==> src/rtl/fir_param.sv <==
// fir_param: signed direct-form FIR filter with a run-time loadable coefficient bank.
//
// Pipeline: capture edge (delay line shifts) -> stage 1 (full-precision sum of products)
// -> stage 2 (arithmetic shift, range-limit, registered output). A sample captured at
// edge E0 appears on o_y/o_valid after edge E2; back-to-back samples give one result
// per clock.
//
// Ports:
//   clk         in   1            system clock, rising edge
//   rst_n       in   1            asynchronous active-low reset
//   i_valid     in   1            i_x carries a new sample this cycle
//   i_x         in   DATA_W       signed input sample
//   i_clear     in   1            synchronous flush of delay line and pipeline
//   coef_we     in   1            coefficient write strobe
//   coef_addr   in   AW           tap index to write (>= TAPS is ignored)
//   coef_wdata  in   COEF_W       signed coefficient value
//   o_valid     out  1            single-cycle pulse: o_y holds a new result
//   o_y         out  OUT_W        signed filtered output (holds between pulses)
//
// Build option:
//   FIR_PARAM_SAT_EN  defined   -> output saturates to the OUT_W signed range
//                     undefined -> output wraps to the low OUT_W bits
//
// Reset coefficients are c[0] = 1, others 0 (unit-gain pass-through).
// OUT_W is expected to be no wider than ACC_W.

`timescale 1ns / 1ps

module fir_param #(
    parameter int unsigned TAPS   = 4,
    parameter int unsigned DATA_W = 8,
    parameter int unsigned COEF_W = 8,
    parameter int unsigned OUT_W  = 8,
    parameter int unsigned SHIFT  = 0
) (
    input  logic                       clk,
    input  logic                       rst_n,
    input  logic                       i_valid,
    input  logic signed [DATA_W-1:0]   i_x,
    input  logic                       i_clear,
    input  logic                       coef_we,
    input  logic [$clog2(TAPS)-1:0]    coef_addr,
    input  logic signed [COEF_W-1:0]   coef_wdata,
    output logic                       o_valid,
    output logic signed [OUT_W-1:0]    o_y
);

    localparam int unsigned AW    = $clog2(TAPS);
    localparam int unsigned ACC_W = DATA_W + COEF_W + AW;

    // TAPS <= 2**AW, so it always fits in AW+1 bits.
    localparam logic [AW:0] TapsW = (AW + 1)'(TAPS);

    logic signed [DATA_W-1:0] x_q [TAPS];
    logic signed [COEF_W-1:0] c_q [TAPS];
    logic signed [ACC_W-1:0]  acc_q;
    logic                     v1_q;   // delay line holds a freshly captured sample
    logic                     v2_q;   // acc_q holds a result for that sample

    logic signed [ACC_W-1:0]  sum_d;
    logic signed [OUT_W-1:0]  y_d;
    logic                     coef_addr_ok;

    assign coef_addr_ok = ({1'b0, coef_addr} < TapsW);

    // Operands are sign-extended to ACC_W first so every product and the running sum
    // are computed at full precision.
    always_comb begin
        sum_d = '0;
        for (int k = 0; k < int'(TAPS); k++) begin
            sum_d = sum_d + ACC_W'(x_q[k]) * ACC_W'(c_q[k]);
        end
    end

`ifdef FIR_PARAM_SAT_EN
    localparam int unsigned ExtW = (ACC_W > OUT_W) ? ACC_W : OUT_W;

    logic signed [ExtW-1:0] sh_ext;

    // In range when every bit from the output sign bit upward agrees.
    always_comb begin
        sh_ext = ExtW'(acc_q >>> SHIFT);
        if (sh_ext[ExtW-1:OUT_W-1] == '0 || sh_ext[ExtW-1:OUT_W-1] == '1) begin
            y_d = sh_ext[OUT_W-1:0];
        end else if (sh_ext[ExtW-1]) begin
            y_d = {1'b1, {(OUT_W - 1){1'b0}}};
        end else begin
            y_d = {1'b0, {(OUT_W - 1){1'b1}}};
        end
    end
`else
    always_comb begin
        y_d = OUT_W'(acc_q >>> SHIFT);
    end
`endif

    always_ff @(posedge clk or negedge rst_n) begin
        if (!rst_n) begin
            for (int k = 0; k < int'(TAPS); k++) begin
                x_q[k] <= '0;
                c_q[k] <= (k == 0) ? COEF_W'(1) : '0;
            end
            acc_q   <= '0;
            v1_q    <= 1'b0;
            v2_q    <= 1'b0;
            o_valid <= 1'b0;
            o_y     <= '0;
        end else begin
            if (i_clear) begin
                // o_y deliberately keeps its last value.
                for (int k = 0; k < int'(TAPS); k++) begin
                    x_q[k] <= '0;
                end
                acc_q   <= '0;
                v1_q    <= 1'b0;
                v2_q    <= 1'b0;
                o_valid <= 1'b0;
            end else begin
                if (i_valid) begin
                    x_q[0] <= i_x;
                    for (int k = 1; k < int'(TAPS); k++) begin
                        x_q[k] <= x_q[k-1];
                    end
                end
                v1_q <= i_valid;
                if (v1_q) begin
                    acc_q <= sum_d;
                end
                v2_q    <= v1_q;
                o_valid <= v2_q;
                if (v2_q) begin
                    o_y <= y_d;
                end
            end
            // Stage 1 at this same edge reads the pre-write coefficient.
            if (coef_we && coef_addr_ok) begin
                c_q[coef_addr] <= coef_wdata;
            end
        end
    end

endmodule

==> config.mk <==
export PLATFORM = sky130hd
export DESIGN_NAME = fir_param
export DESIGN_NICKNAME = d
export VERILOG_FILES = /design/src/rtl/fir_param.sv
export SDC_FILE = /design/constraint.sdc
export NUM_CORES = 1
export LEC_CHECK = 0
export CAP_MARGIN = 20
export CORE_MARGIN = 5
export CORE_UTILIZATION = 45
export DETAILED_ROUTE_END_ITERATION = 10
export PLACE_DENSITY_LB_ADDON = 0.08
export SLEW_MARGIN = 20
export SYNTH_ARGS = -nofsm -noshare
export SYNTH_HDL_FRONTEND = slang
export SYNTH_SLANG_ARGS = --single-unit
==> constraint.sdc <==
create_clock -name clk -period 14.7 [get_ports clk]
set_input_delay 4.41 -clock clk [delete_from_list [all_inputs] [get_ports clk]]
set_output_delay 4.41 -clock clk [all_outputs]
set_load 0.01 [all_outputs]
==> Yosys cells after proc, flatten, opt, wreduce, memory -nomap -nowiden <==
Cells that the tools add are included.
{ "word_totals": {"reg_bits": 83, "latch_bits": 0, "mem_bits_rw": 0, "rom_bits": 0, "input_bits": 23, "out_inout_bits": 9, "elab_cells": 38, "mem_count": 0} }
{ "op_classes": {"add_sub_neg": 3, "multipliers": 4, "n_div": 0, "magnitude_cmp": 2, "n_eq_ne": 0, "shift": 0, "mux": 10, "bitwise_logic": 2, "n_reduce_logical": 4} }
{ "ops": {"columns": ["cell", "n"], "rows": [
  ["two-way mux 32 bit", 2],
  ["bitwise mux 32 bit", 1],
  ["multiplier 8 x 8 -> 8 bit", 4],
  ["adder 8 bit", 3],
  ["two-way mux 8 bit", 3],
  ["demux 8 bit (select 2 bit)", 1],
  ["nonzero test 2 bit", 2],
  [">= comparator 3 bit (second input constant)", 1],
  ["< comparator 3 x 1 -> 1 bit (second input constant)", 1],
  ["two-way mux 1 bit", 3],
  ["NOT 2 -> 3 bit", 1],
  ["AND reduction 2 bit", 1],
  ["logical AND 1 bit", 1],
  ["NOT 1 bit", 1]
]} }

==> Logic depth before layout (Yosys ltp) <==
{ "depth": {"ltp_word": 6, "depth_mapped": 25, "depth_no_buf": 25} }

==> Least setup slack after synthesis <==
Ideal clock, no wire load.
{ "synth_path": {"kind": "register to register", "startpoint": "register c_q[0] in the netlist's numbering", "endpoint": "register acc_q[7]", "setup_ns": 0.132, "t_arrival_ns": 6.279, "t_required_ns": 14.568, "slack_ns": 8.289, "stages_incl_launch_ff": 23, "path_buffers": 0, "synth_period_minus_slack_ns": 6.411, "path_cell_list": "dfrtp_1 -> and2_1 -> fa_1 -> fa_1 -> inv_1 -> fa_1 -> inv_1 -> fa_1 -> fa_1 -> fa_1 -> fa_1 -> inv_1 -> fa_1 -> inv_1 -> ha_1 -> a21o_1 -> a21oi_1 -> xnor2_1 -> xnor2_1 -> xnor2_1 -> xnor3_1 -> mux2i_1 -> nor2_1"} }
{ "synth_via": {"elab_chain_len": 4} }
{ "synth_rtl": {"columns": ["element", "line", "text"], "rows": [
  ["start, declared", "55", "logic signed [COEF_W-1:0] c_q [TAPS];"],
  ["start signal, assigned by index", "101", "c_q[k] <= (k == 0) ? COEF_W'(1) : '0;"],
  ["start signal, assigned by index", "137", "c_q[coef_addr] <= coef_wdata;"],
  ["multiplier 8 x 8 -> 8 bit", "71", "sum_d = sum_d + ACC_W'(x_q[k]) * ACC_W'(c_q[k]);"],
  ["adder 8 bit", "71", null],
  ["two-way mux 8 bit", "126", "if (v1_q) begin"],
  ["two-way mux 8 bit", "109", "if (i_clear) begin"],
  ["end signal, assigned", "127", "acc_q <= sum_d;"],
  ["end, declared", "56", "logic signed [ACC_W-1:0] acc_q;"]
]} }
Every way passes these cells. The select of a mux whose other input is x is not followed.
A chain may end at the register's enable or synchronous reset.

==> Worst setup path after layout <==
Ends and elaborated chain as after synthesis.

==> results.cfg <==
[status]
status = completed

[worst_setup_path]
critPathMaxFanout = 9
reg2reg_slack_ns = 8.07
crit_required_ns = 14.91
crit_path_start_kind = register
cp-end-kind = register
crit_arrival_ns = 6.84
worst-setup-path-type = register to register

[sta]
slew_headroom_pct = 30.79
grt_setup_unrepaired = false
skew_ns = 0.009614
hold_viol_final = 0
finalSetupTns_ns = 0
setup_violations = 0
worst_pin_slew_ns = 1.038
slew_violations = 0
fin_crit_ns = 6.633
fmax_mhz = 150.8
fin_ws_ns = 8.067
post-route-period-util_pct = 45.12

[die]
die_y_um = 137.9
die_w_um = 137.9
rows = 46
io_pins = 32
core-area_um2 = 15940
die-area_um2 = 19020
initial_core_util_pct = 46.19

[power_and_ir_drop]
clockPowerShare_pct = 31.6
seqPwrFrac_pct = 38.7
power.switching_uw = 245.0
sw_frac_of_total_pct = 31.90
power_uw = 767.8
combPwrFrac_pct = 29.7
peakVddDrop_v = 0.00007328
p_leak_nw = 4.014
internal-power_uw = 522.9
power.density_nw_per_um2 = 93.52

[clock_tree]
cts_tree = built
clock_path_buffers = 2
clock_latency_ns = 0.35
htree_levels = 3
cts.reportedPaths.clkPinSlew_ns = 0.06
hold_buffers = 0
root_buffer = clkbuf_16
ctsResizeCount = 0
clock_sinks = 83
postCtsSetupBuffers = 0
cts_buffers = 9

[global_routing]
antenna_found_initial = 0
track_usage_pct = 20.61
grt_pass1_vias = 5202
grt.met1_usage_pct = 29.27
grt_max_degree = 84
grt_util_met2_pct = 33.35
grt_overflow = 0
busiest_layer = met2
use_met3_pct = 2.975
grt_pass1_wl_um = 28930

[synthesis]
synth_top_area_share_pct = 27.86
synth_nets = 868
async_flop_share_pct = 100.0
yosysSeqAreaShare_pct = 28.22
synthDistinctLibCells = 27
synthesis.instances = 701
syn_area_um2 = 7365
ys_ff_latch = 83
synth_flop_cell = dfrtp_1
synth_common_cells = inv_1 (118), dfrtp_1 (82), ha_1 (74)
synth_edf_count = 0
yosysWarnings = 0
syn_avg_cell_area_um2 = 10.51
yosys.area.top_type = dfrtp_1
synth_area_leaders = dfrtp_1 (28%), fa_1 (19%), ha_1 (13%)
synth_most_common_cell = inv_1

[detailed_routing]
wl_per_cell_um = 18.49
wl_um = 17610
vias = 4709
drc_errors = 0
postRouteAntennaNets = 0
dr.pass1.iters = 4
viasPerCell = 4.946
drtIter0Drc = 250

[job]
cap_violations = 0

[place]
place_congestion = 0.8585
dp.cells = 936
dp_hpwl_um = 14180
place_area_um2 = 7884
pre_cts_slack_ns = 8.042
port_buffers = 31

[finish]
fill_cells = 1486
drive_gt1_share_pct = 9.103
nets = 898
diodes = 0
syn2layout_area_growth_pct = 11.48
final_cell_area_um2 = 8210
fin_cells = 952

[hold_path]
hold_class = register to register
[metal layers]
layer / vias up / routed length (µm)
li1: 2224 / -
met1: 2383 / 7994
met2: 87 / 8460
met3: 15 / 856
met4: 0 / 295
met5: - / 0
[logic make-up after synthesis]
kind of cell | Yosys count | synth area share, %
simple gates | 191 | 13.01
fa+ha+maj | 144 | 31.60
buf+inv | 131 | 6.847
flops | 83 | 28.22
mux | 79 | 11.42
xor+xnor | 68 | 8.461
compound gates | 5 | 0.4417
[through the flow]
stage                     hold slack, ns  utilization [%]
final                             0.5046            51.50
after global routing              0.5218            51.50
after CTS                         0.5098            51.48
after detailed placement          0.4922            49.45
after global placement            0.4895            49.45
after floorplan                   0.4800                -
[power by group through the flow]
stage	sequential (mW)	combinational, mW	clock, mW
3_5_place_dp	0.301	0.232	0
5_1_grt	0.302	0.259	0.257
6_report	0.297	0.228	0.243
2_1_floorplan	0.282	0.168	0
3_3_place_gp	0.299	0.230	0
4_1_cts	0.296	0.234	0.250
[sequential cells by signal, indices dropped and copies added (netlist names)]
name / flops
v1_q: 1
c_q: 32
o_y: 8
v2_q: 1
o_valid: 1
x_q: 32
acc_q: 8
[path summary, 6_finish.rpt]
| check | from | end | depth (start not counted) |
|---|---|---|---|
| worst max-delay path | c_q[0]$_DFFE_PN0P_ | acc_q[7]$_DFFE_PN0P_ | 22 |
| worst min-delay path | o_y[2]$_DFFE_PN0P_ | o_y[2]$_DFFE_PN0P_ | 1 |
| worst max register to register | c_q[0]$_DFFE_PN0P_ | acc_q[7]$_DFFE_PN0P_ | 22 |
| worst min register to register | o_y[2]$_DFFE_PN0P_ | o_y[2]$_DFFE_PN0P_ | 1 |
| max in group asynchronous | rst_n | c_q[12]$_DFFE_PN0P_ | 1 |
| min in group asynchronous | rst_n | x_q[24]$_DFFE_PN0P_ | 1 |
[cells in the final DEF (no fill, tap or decap), drive strengths merged, types with 9 or more instances in the layout]
cell type / synthesis / routed
and2: 79 / 79
clkbuf: 10 / 12
clkdlybuf4s50: 0 / 29
dfrtp: 82 / 82
fa: 70 / 70
ha: 74 / 74
inv: 118 / 119
mux2: 40 / 40
mux2i: 39 / 39
nand2: 61 / 61
nor2: 40 / 40
xnor2: 57 / 57
xor2: 9 / 9
[layout make-up]
type,instances,area [µm²],area share [%]
Clock buffer,12,266.5,3.246
Clock inverter,4,56.30,0.6858
Inverter,118,442.9,5.395
Multi-Input combinational cell,487,4782,58.24
Sequential cell,83,2078,25.31
Tap cell,216,270.3,3.292
Timing Repair Buffer,32,314.1,3.825
[critical path: stages (launching register included)]
cell and delay [ns]:
dfrtp_1 0.46, and2_1 0.21, fa_1 0.51, fa_1 0.54
inv_1 0.05, fa_1 0.53, inv_1 0.05, fa_1 0.48
fa_1 0.57, fa_1 0.42, fa_1 0.49, inv_1 0.05
fa_1 0.47, inv_1 0.04, ha_1 0.31, a21o_1 0.17
a21oi_1 0.16, xnor2_1 0.15, xnor2_1 0.16, xnor2_1 0.16
xnor3_1 0.33, mux2i_1 0.14, nor2_1 0.05
(Power assumes the default switching activity.)
==> edit (same flow settings) <==
Change the parameter `TAPS` from 4 to 2.
--- a/src/rtl/fir_param.sv
+++ b/src/rtl/fir_param.sv
@@ -27,7 +27,7 @@
 `timescale 1ns / 1ps
 
 module fir_param #(
-    parameter int unsigned TAPS   = 4,
+    parameter int unsigned TAPS   = 2,
     parameter int unsigned DATA_W = 8,
     parameter int unsigned COEF_W = 8,
     parameter int unsigned OUT_W  = 8,
Interface: changed (resized coef_addr); port bits go from 32 to 31. The function was not compared with the original's and may differ.
==> edit against the unedited design <==
  * Register-to-register slack gained 1.3 ns
  * Via count down 47%
  * Worst setup slack better by 0.46 ns
  * Area after synthesis down 46%
  * Combinational power decreased by 41%
  * Wire length fell by 55%
  * Sequential cell count down 32
  * Total power decreased by 50%
  * Maximum frequency is 7.5% higher
  * Final area fell by 45%
==> edit: results (changes against the unedited design) <==
run_status: "finished, final reports clean"
max_clock_freq_ghz: 0.162  # +7.5%
grt_start_max_net_pins: 52  # -38%
dpl_cell_area_um2: 4400  # -44%
nNetsFinal: 487  # -46%
global_route.usage.total_pct: 15.4  # -5.2 points
cts_root_buf: "clkbuf_8"
yosys-top-cells-area: "dfrtp_1 31%, fa_1 15%, ha_1 12%"
synth_common_cells: "52 x inv_1, 50 x dfrtp_1, 39 x and2_1, 39 x ha_1, 30 x fa_1"
vias: 2504  # -47%
post_synth_num_cell_types: 26  # -3.7%
path_max_fanout: 27  # +18
setup.worst_path.end: "o_y[1]"
h-tree-depth: 2  # -1
num-fill-cells: 844  # -43%
synth.yosys.seq_area_share_pct: 31.9  # +3.7 points
drt_iter0_markers: 55  # -78%
place_worst_setup_slack_ns: 8.20  # +0.154 ns
reg2reg_slack_ns: 9.35  # +1.28 ns
crit-reg2reg-launch: "x_q[8]"
clock_skew_ns: 0.00440  # -0.00522 ns
leakage_uw: 0.00228  # -43%
met2_wirelength_um: 3670  # -57%
wirelength_met1_um: 3960  # -50%
largestRegisters: "c_q: 16 flops, x_q: 16 flops"
grt_first_pass_wirelength_um: 13300  # -54%
totalWireLength_um: 7950  # -55%
drt_first_pass_iters: 6  # +2
worst_skew_pair.late_latency_ns: 0.29  # -0.06 ns
relative_slew_margins_pct: 35.1  # +4.3 points
first_global_vias: 2596  # -50%
met3WireLength_um: 261  # -70%
-- edit: worst max-delay path, cell delays in order --
cell	delay (ns)
clkdlybuf4s50_1	1.11
nand2b_1	0.45
mux2_2	0.38
-- edit: per-stage QoR --
step                power [uW]  hold WS (ns)  util [%]  instances
finish                     385         0.509      51.6        505
global route               414         0.530      51.6        505
floorplan                  266         0.480         -        368
global placement           312         0.488      50.6        497
detailed placement         315         0.493      50.7        497
CTS                        393         0.513      51.6        505
-- edit: power breakdown --
group	internal, uW	leakage (uW)	switching (uW)	total [uW]
logic	71.0	0.00157	62.7	134
clock network	33.5	0.0000422	43.3	76.9
registers	155	0.000662	19.3	174
total	259	0.00228	125	385
-- edit: area by class of cell --
type | instances | share of cell area (%)
multi-input combinational | 256 | 55.6
sequential | 51 | 28.5
timing repair buffer | 30 | 6.65
inverter | 52 | 4.36
tap | 108 | 3.02
clock buffer | 7 | 1.70
clock inverter | 1 | 0.112
-- edit: how the worst min path moves through the flow --
stage               startpoint     end
floorplan             acc_q[0]  o_y[0]
global placement        o_y[1]  o_y[1]
detailed placement      o_y[7]  o_y[7]
CTS                     o_y[7]  o_y[7]
global route            o_y[7]  o_y[7]
finish                  o_y[7]  o_y[7]
-- edit: kinds of logic after synthesis --
kind of cell	count (synthesis)	synth area share [%]
AOI/OAI and AO/OA	7	1.25
xor gates and xnor gates	32	8.60
adders and majority gates	69	27.2
buffers and inverters	61	5.76
DFF	51	31.9
muxes	47	12.5
and+or+nand+nor	101	12.7
-- edit: routing by layer --
metal  track usage, %  vias up
li1                 -     1208
met1             23.5     1257
met2             23.1       34
met3             1.92        5
met4             4.07        0
met5                0        -
